### config.mk
export PLATFORM = sky130hd
export DESIGN_NAME = lcd_cmd_arbiter_flat
export DESIGN_NICKNAME = d
export VERILOG_FILES = /design/src/rtl/lcd_cmd_arbiter_if.sv /design/src/rtl/lcd_cmd_arbiter.sv /design/src/flat_wrapper.sv
export SDC_FILE = /design/constraint.sdc
export NUM_CORES = 1
export LEC_CHECK = 0
export CORE_ASPECT_RATIO = 0.7
export CORE_UTILIZATION = 38
export CTS_CLUSTER_DIAMETER = 150
export DETAILED_ROUTE_END_ITERATION = 16
export HOLD_SLACK_MARGIN = 0.06
export SLEW_MARGIN = 25
export SYNTH_ARGS = -nofsm -noshare
export SYNTH_HDL_FRONTEND = slang
export SYNTH_SLANG_ARGS = --single-unit
### constraint.sdc
create_clock -name sys_clk -period 2.3 [get_ports sys_clk]
set_clock_uncertainty 0.05 [all_clocks]
set_input_delay 0.23 -clock sys_clk [delete_from_list [all_inputs] [get_ports sys_clk]]
set_output_delay 0.23 -clock sys_clk [all_outputs]
set_load 0.05 [all_outputs]
### src/rtl/lcd_cmd_arbiter_if.sv
// lcd_cmd_arbiter_if: handshake bundle between the two LCD requesters, the arbiter and the
// lcd_interface command port.
//   i_req_valid/i_req_rs/i_req_last [1:0] : per-requester beat valid, RS bit, end-of-burst
//   i_req_data0/i_req_data1 [7:0]          : requester 0 / requester 1 beat byte
//   o_req_ready [1:0]                      : per-requester beat accept
//   o_grant [1:0]                          : one-hot burst grant, 0 when idle
//   o_lcd_valid/o_lcd_rs/o_lcd_data        : registered beat toward lcd_interface
//   i_lcd_ready                            : lcd_interface consumes the pending beat
//   o_abort [1:0]                          : one-cycle pulse when a stalled grant is revoked
//   o_busy                                 : burst in progress or beat pending
// The slave modport is the arbiter; the master modport is the surrounding logic.
interface lcd_cmd_arbiter_if;
  logic [1:0] i_req_valid;
  logic [1:0] i_req_rs;
  logic [7:0] i_req_data0;
  logic [7:0] i_req_data1;
  logic [1:0] i_req_last;
  logic [1:0] o_req_ready;
  logic [1:0] o_grant;
  logic       o_lcd_valid;
  logic       o_lcd_rs;
  logic [7:0] o_lcd_data;
  logic       i_lcd_ready;
  logic [1:0] o_abort;
  logic       o_busy;

  modport slave (
    input  i_req_valid, i_req_rs, i_req_data0, i_req_data1, i_req_last, i_lcd_ready,
    output o_req_ready, o_grant, o_lcd_valid, o_lcd_rs, o_lcd_data, o_abort, o_busy
  );

  modport master (
    output i_req_valid, i_req_rs, i_req_data0, i_req_data1, i_req_last, i_lcd_ready,
    input  o_req_ready, o_grant, o_lcd_valid, o_lcd_rs, o_lcd_data, o_abort, o_busy
  );
endinterface

### src/rtl/lcd_cmd_arbiter.sv
// lcd_cmd_arbiter: shares the lcd_interface command port between the time/date refresh path
// (requester 0) and the alarm/menu editor (requester 1). Whole bursts (set-address command plus
// characters, ended by last) are granted round-robin so cursor moves and text never interleave.
// Each accepted beat lands in a one-deep output register. A grant whose requester leaves valid
// low for TIMEOUT cycles mid-burst is revoked with an abort pulse.
// Ports:
//   sys_clk   : system clock
//   sys_rst_n : asynchronous active-low reset
//   bus       : lcd_cmd_arbiter_if.slave, requester and lcd_interface handshakes
module lcd_cmd_arbiter #(
  parameter int unsigned TIMEOUT = 1000
) (
  input logic               sys_clk,
  input logic               sys_rst_n,
  lcd_cmd_arbiter_if.slave  bus
);

  typedef enum logic {StIdle, StBurst} state_e;

  localparam logic [15:0] StallMax = 16'(TIMEOUT - 1);

  state_e      state_q, state_d;
  logic        g_q, g_d;
  logic        last_grant_q;
  logic [15:0] cnt_q, cnt_d;
  logic        lcd_valid_q;
  logic        lcd_rs_q;
  logic [7:0]  lcd_data_q;
  logic [1:0]  abort_q;

  logic       req_valid_g;
  logic       req_rs_g;
  logic       req_last_g;
  logic [7:0] req_data_g;
  logic       ready_g;
  logic       accept;
  logic       burst_end;
  logic       stall_timeout;

  // Granted requester's beat; the other requester is ignored during a burst.
  assign req_valid_g = bus.i_req_valid[g_q];
  assign req_rs_g    = bus.i_req_rs[g_q];
  assign req_last_g  = bus.i_req_last[g_q];
  assign req_data_g  = g_q ? bus.i_req_data1 : bus.i_req_data0;

  assign ready_g       = (state_q == StBurst) && (!lcd_valid_q || bus.i_lcd_ready);
  assign accept        = ready_g && req_valid_g;
  assign burst_end     = accept && req_last_g;
  assign stall_timeout = (state_q == StBurst) && !req_valid_g && (cnt_q == StallMax);

  // State register
  always_ff @(posedge sys_clk or negedge sys_rst_n) begin
    if (!sys_rst_n) begin
      state_q <= StIdle;
    end else begin
      state_q <= state_d;
    end
  end

  // Next state and grant selection
  always_comb begin
    state_d = state_q;
    g_d     = g_q;
    unique case (state_q)
      StIdle: begin
        if (|bus.i_req_valid) begin
          state_d = StBurst;
          // On a tie the requester that did not hold the last grant wins.
          g_d = (&bus.i_req_valid) ? ~last_grant_q : bus.i_req_valid[1];
        end
      end
      StBurst: begin
        if (burst_end || stall_timeout) begin
          state_d = StIdle;
        end
      end
      default: state_d = StIdle;
    endcase
  end

  // Outputs decoded from state
  always_comb begin
    bus.o_grant     = 2'b00;
    bus.o_req_ready = 2'b00;
    if (state_q == StBurst) begin
      bus.o_grant[g_q]     = 1'b1;
      bus.o_req_ready[g_q] = ready_g;
    end
    bus.o_busy = (state_q != StIdle) || lcd_valid_q;
  end

  // Stall counter: zero while idle so every burst starts fresh, cleared on each accepted beat,
  // advances only while the granted requester has nothing to offer.
  always_comb begin
    cnt_d = cnt_q;
    if (state_q == StIdle) begin
      cnt_d = '0;
    end else if (accept) begin
      cnt_d = '0;
    end else if (!req_valid_g) begin
      cnt_d = cnt_q + 16'd1;
    end
  end

  always_ff @(posedge sys_clk or negedge sys_rst_n) begin
    if (!sys_rst_n) begin
      g_q          <= 1'b0;
      last_grant_q <= 1'b1;
      cnt_q        <= '0;
      abort_q      <= 2'b00;
      lcd_valid_q  <= 1'b0;
      lcd_rs_q     <= 1'b0;
      lcd_data_q   <= 8'h00;
    end else begin
      g_q     <= g_d;
      cnt_q   <= cnt_d;
      abort_q <= stall_timeout ? (2'b01 << g_q) : 2'b00;
      if (burst_end || stall_timeout) begin
        last_grant_q <= g_q;
      end
      // A beat already registered survives a timeout and is still delivered.
      if (accept) begin
        lcd_valid_q <= 1'b1;
        lcd_rs_q    <= req_rs_g;
        lcd_data_q  <= req_data_g;
      end else if (bus.i_lcd_ready) begin
        lcd_valid_q <= 1'b0;
      end
    end
  end

  assign bus.o_lcd_valid = lcd_valid_q;
  assign bus.o_lcd_rs    = lcd_rs_q;
  assign bus.o_lcd_data  = lcd_data_q;
  assign bus.o_abort     = abort_q;

endmodule
### src/flat_wrapper.sv
// flat-port wrapper written by rule: the top's interface ports become plain ports
module lcd_cmd_arbiter_flat 
#(
  parameter int unsigned TIMEOUT = 1000
)
  (sys_clk, sys_rst_n, bus_i_req_valid, bus_i_req_rs, bus_i_req_data0, bus_i_req_data1, bus_i_req_last, bus_i_lcd_ready, bus_o_req_ready, bus_o_grant, bus_o_lcd_valid, bus_o_lcd_rs, bus_o_lcd_data, bus_o_abort, bus_o_busy);
  lcd_cmd_arbiter_if bus_i ();
  input logic sys_clk;
  input logic sys_rst_n;
  input wire logic [$bits(bus_i.i_req_valid)-1:0] bus_i_req_valid;
  input wire logic [$bits(bus_i.i_req_rs)-1:0] bus_i_req_rs;
  input wire logic [$bits(bus_i.i_req_data0)-1:0] bus_i_req_data0;
  input wire logic [$bits(bus_i.i_req_data1)-1:0] bus_i_req_data1;
  input wire logic [$bits(bus_i.i_req_last)-1:0] bus_i_req_last;
  input wire logic [$bits(bus_i.i_lcd_ready)-1:0] bus_i_lcd_ready;
  output wire logic [$bits(bus_i.o_req_ready)-1:0] bus_o_req_ready;
  output wire logic [$bits(bus_i.o_grant)-1:0] bus_o_grant;
  output wire logic [$bits(bus_i.o_lcd_valid)-1:0] bus_o_lcd_valid;
  output wire logic [$bits(bus_i.o_lcd_rs)-1:0] bus_o_lcd_rs;
  output wire logic [$bits(bus_i.o_lcd_data)-1:0] bus_o_lcd_data;
  output wire logic [$bits(bus_i.o_abort)-1:0] bus_o_abort;
  output wire logic [$bits(bus_i.o_busy)-1:0] bus_o_busy;
  assign bus_i.i_req_valid = bus_i_req_valid;
  assign bus_i.i_req_rs = bus_i_req_rs;
  assign bus_i.i_req_data0 = bus_i_req_data0;
  assign bus_i.i_req_data1 = bus_i_req_data1;
  assign bus_i.i_req_last = bus_i_req_last;
  assign bus_i.i_lcd_ready = bus_i_lcd_ready;
  assign bus_o_req_ready = bus_i.o_req_ready;
  assign bus_o_grant = bus_i.o_grant;
  assign bus_o_lcd_valid = bus_i.o_lcd_valid;
  assign bus_o_lcd_rs = bus_i.o_lcd_rs;
  assign bus_o_lcd_data = bus_i.o_lcd_data;
  assign bus_o_abort = bus_i.o_abort;
  assign bus_o_busy = bus_i.o_busy;
  lcd_cmd_arbiter #(.TIMEOUT(TIMEOUT)) u_core (.sys_clk(sys_clk), .sys_rst_n(sys_rst_n), .bus(bus_i));
endmodule
==> results.md, run 1 <==
* Status: complete, no violations
* Post-synthesis register bit count at 31
* Vias in the first global route at between 1,000 and 1,500
* First-pass GRT wire length at 6860 µm
* Total number of vias at 1,466
* Async SR Flop Fraction at 100%
* Die X at approximately 80 µm
* RR Startpoint: u_core.cnt_q[11]
* GP Congestion at 0.853
* Cells after Synth at 168
* Share of layout cells above drive strength 1 at 12.0%
* Max VDD drop at 0.000803 V
* Count of final max-slew check failures at 0
* Max cap viols at 0
* Clock buffer depth at 2
* CP Data Required Time at 2.45 ns
* Area growth, synth to finish at 36.6%
* Remaining global-route overflow at 0
* Starting Density at 40.4%
* Static leakage at 0.000941 µW
* Synth Warn # at 0
* IO Count at 42
* Clock latency on the worst-skew pair at 0.28 ns
* Synth area leader: dfrtp_1
* Top cells by area, synth: dfrtp_1 47%, mux2i_1 6.8%, o21ai_0 5.9%
* Initial antenna violation count at 0
* Final period util at 95.1%
* CP Class: reg -> reg
* # port buffers at 41
* Buffers and inverters on the worst path at 0
* Reg clk slew, reported paths at 0.07 ns
* Commonest non-fill, non-tap cell in the layout: clkdlybuf4s50_1
* Period minus WS final at roughly 2.2 ns
* DP HPWL at 3070 µm
* Top cell type's share of synthesized area at 46.6%
* Sequential area share after synthesis at approximately half
* Post-Syn Area at 1610 µm²
* GRT Resource Usage Total at between 20% and 30%
* Detailed Routing Iterations Pass 1 at 4
* R2R cell count at 4
* Maximum number of pins on one net before global-route repair at 32
* DRT antenna net count at 0
* Nets@finish at 241
* Post-route DRC at 0
* CORE AREA at roughly 4000 µm²
* Critical Path Sink Type: register
* Post-synth cell types at 40
* Total negative slack at 0 ns
* Crit-path max FO at 5
* P per Cell Area at approximately 1200 nW/µm²
* Commonest register cell after synthesis: dfrtp_1
* N_diodes at 0
* CTS tree: done
* Actual slew at the worst max-slew pin at 0.511 ns
* DR WL/cell at 15.5 µm
* Delay-heaviest family, CP: simple AND/OR/NAND/NOR gates
* Max Clock Freq at 457 MHz
* Post-CTS Setup Bufs at 0
* R2r endpoint: u_core.last_grant_q
* Final setup vio count at 0
* FF-to-FF setup slack at 0.11 ns
* Worst Hold Class: in -> async
* TritonCTS sink count at 31
* Final hold vios at 0
* Post-cts hold buffer count at 0
* Max-slew headroom at approximately two thirds
* Cts repair resizes at 0
* Max stage delay on crit path at 0.53 ns
* DR iter-0 viols at 71
* Startpoint types: register
* Post-synth EDFFs at 0
* Rows at 19
* Worst Path Arrival at 2.33 ns
* Die Height at 56.5 µm
* Slowest CP cell: or4_1
* CTS root buffer: clkbuf_8
* Final core utilization at between 50 and 60%
* Die area at 4510 µm²
* Avg Inst Size Synth at 9.59 µm²
* RSZ-0062 raised after global routing: no
* Post-Syn Nets at just under 200
* H-tree depth at 2
* Routed WL at 4140 µm
* CTS Buf Count at 5
* CP Cell Sequence: or4_1 -> or4_4 -> o32ai_4 -> mux2_1
* Commonest non-fill, non-tap cells in the layout: 37 x clkdlybuf4s50_1, 30 x dfrtp_1, 21 x nand2_1
* Routed vias/inst at 5.47
## metrics by stage
stage	std cells	instance area (µm²)	power (µW)	hold slack [ns]	setup slack [ns]
2_1_floorplan	168	1610	1710	-0.116	0.178
3_3_place_gp	260	2100	2140	0.419	0.189
3_5_place_dp	260	2100	2160	0.424	0.140
4_1_cts	268	2200	2650	0.305	0.129
5_1_grt	268	2200	2780	0.347	0.0851
6_report	268	2200	2630	0.285	0.114
## worst register-to-register path: cells and delay by family, from the launching register on
family,cells,cell delay [ns]
AND/OR/NAND/NOR,2,1.05
multiplexers,1,0.34
flip-flops,1,0.42
AO/OA/AOI/OAI,1,0.25
## routing by layer
| layer | part of all wire (%) | vias to the layer above | wire length [µm] | global-route usage, % |
|---|---|---|---|---|
| met5 | 0 | - | 0 | 0 |
| met4 | 0.41 | 0 | 17 | 5.10 |
| met3 | 3.7 | 2 | 154 | 5.37 |
| met2 | 42 | 26 | 1750 | 26.3 |
| met1 | 54 | 715 | 2230 | 31.9 |
| li1 | - | 723 | - | - |
## worst max path at each step
stage	depth (start not counted)	to	startpoint	slack, ns
4_1_cts	4	u_core.last_grant_q	u_core.cnt_q[11]	0.13
3_5_place_dp	4	u_core.last_grant_q	u_core.cnt_q[11]	0.14
6_report	4	u_core.last_grant_q	u_core.cnt_q[11]	0.11
3_3_place_gp	4	u_core.last_grant_q	u_core.cnt_q[11]	0.19
5_1_grt	4	u_core.last_grant_q	u_core.cnt_q[11]	0.09
2_1_floorplan	4	u_core.last_grant_q	u_core.cnt_q[4]	0.18
## registers in the layout (all words and copies together), names as in the netlist
| signal | count |
|---|---|
| u_core.bus.o_lcd_data | 8 |
| u_core.last_grant_q | 1 |
| u_core.bus.o_lcd_valid | 1 |
| u_core.cnt_q | 16 |
| u_core.g_q | 1 |
| u_core.state_q | 1 |
| u_core.bus.o_abort | 2 |
| u_core.bus.o_lcd_rs | 1 |
## Yosys cell counts (2+ instances only)
cell / count
o21ai_0: 19
inv_1: 2
nand3b_1: 3
dfrtp_1: 30
mux2i_1: 11
nand2_1: 21
a21o_1: 2
a41oi_1: 2
a21oi_1: 4
or3_1: 3
or4_1: 2
nor3_1: 4
nand3_1: 7
nand4_1: 6
nor2_1: 7
or2_2: 2
and3_1: 3
clkbuf_1: 8
o211ai_1: 2
a31oi_1: 7
nor4_1: 4
## report_power, final
group	total [µW]	internal, µW	switching [µW]
Sequential	811	687	124
Clock	476	273	203
Combinational	1350	478	868
Total	2630	1440	1190
## cell type report
type	instances	area, µm²
sequential	31	777
fill	361	1790
clock buffer	8	100
timing repair buffer	49	460
multi-input combinational	125	788
inverter	3	11.3
tap	52	65.1
## cell families (layout without fill, tap and decap cells)
kind of cell    count (synthesis)  in the layout  synth area share (%)
mux                            13             13                  8.23
xor+xnor                        1              1                 0.544
fa+ha+maj                       1              1                 0.776
buf+inv                        12             60                  2.87
simple gates                   68             68                  22.3
compound gates                 42             42                  17.1
flops                          31             31                  48.2
(Power assumes the default switching activity.)
==> inputs of run 2 (changes only) <==
- GPL_ROUTABILITY_DRIVEN: unset -> 0
- HOLD_SLACK_MARGIN: 0.06 -> unset
==> results of run 2 <==
The final DEF is identical to that of run 1; final timing and power are the same.
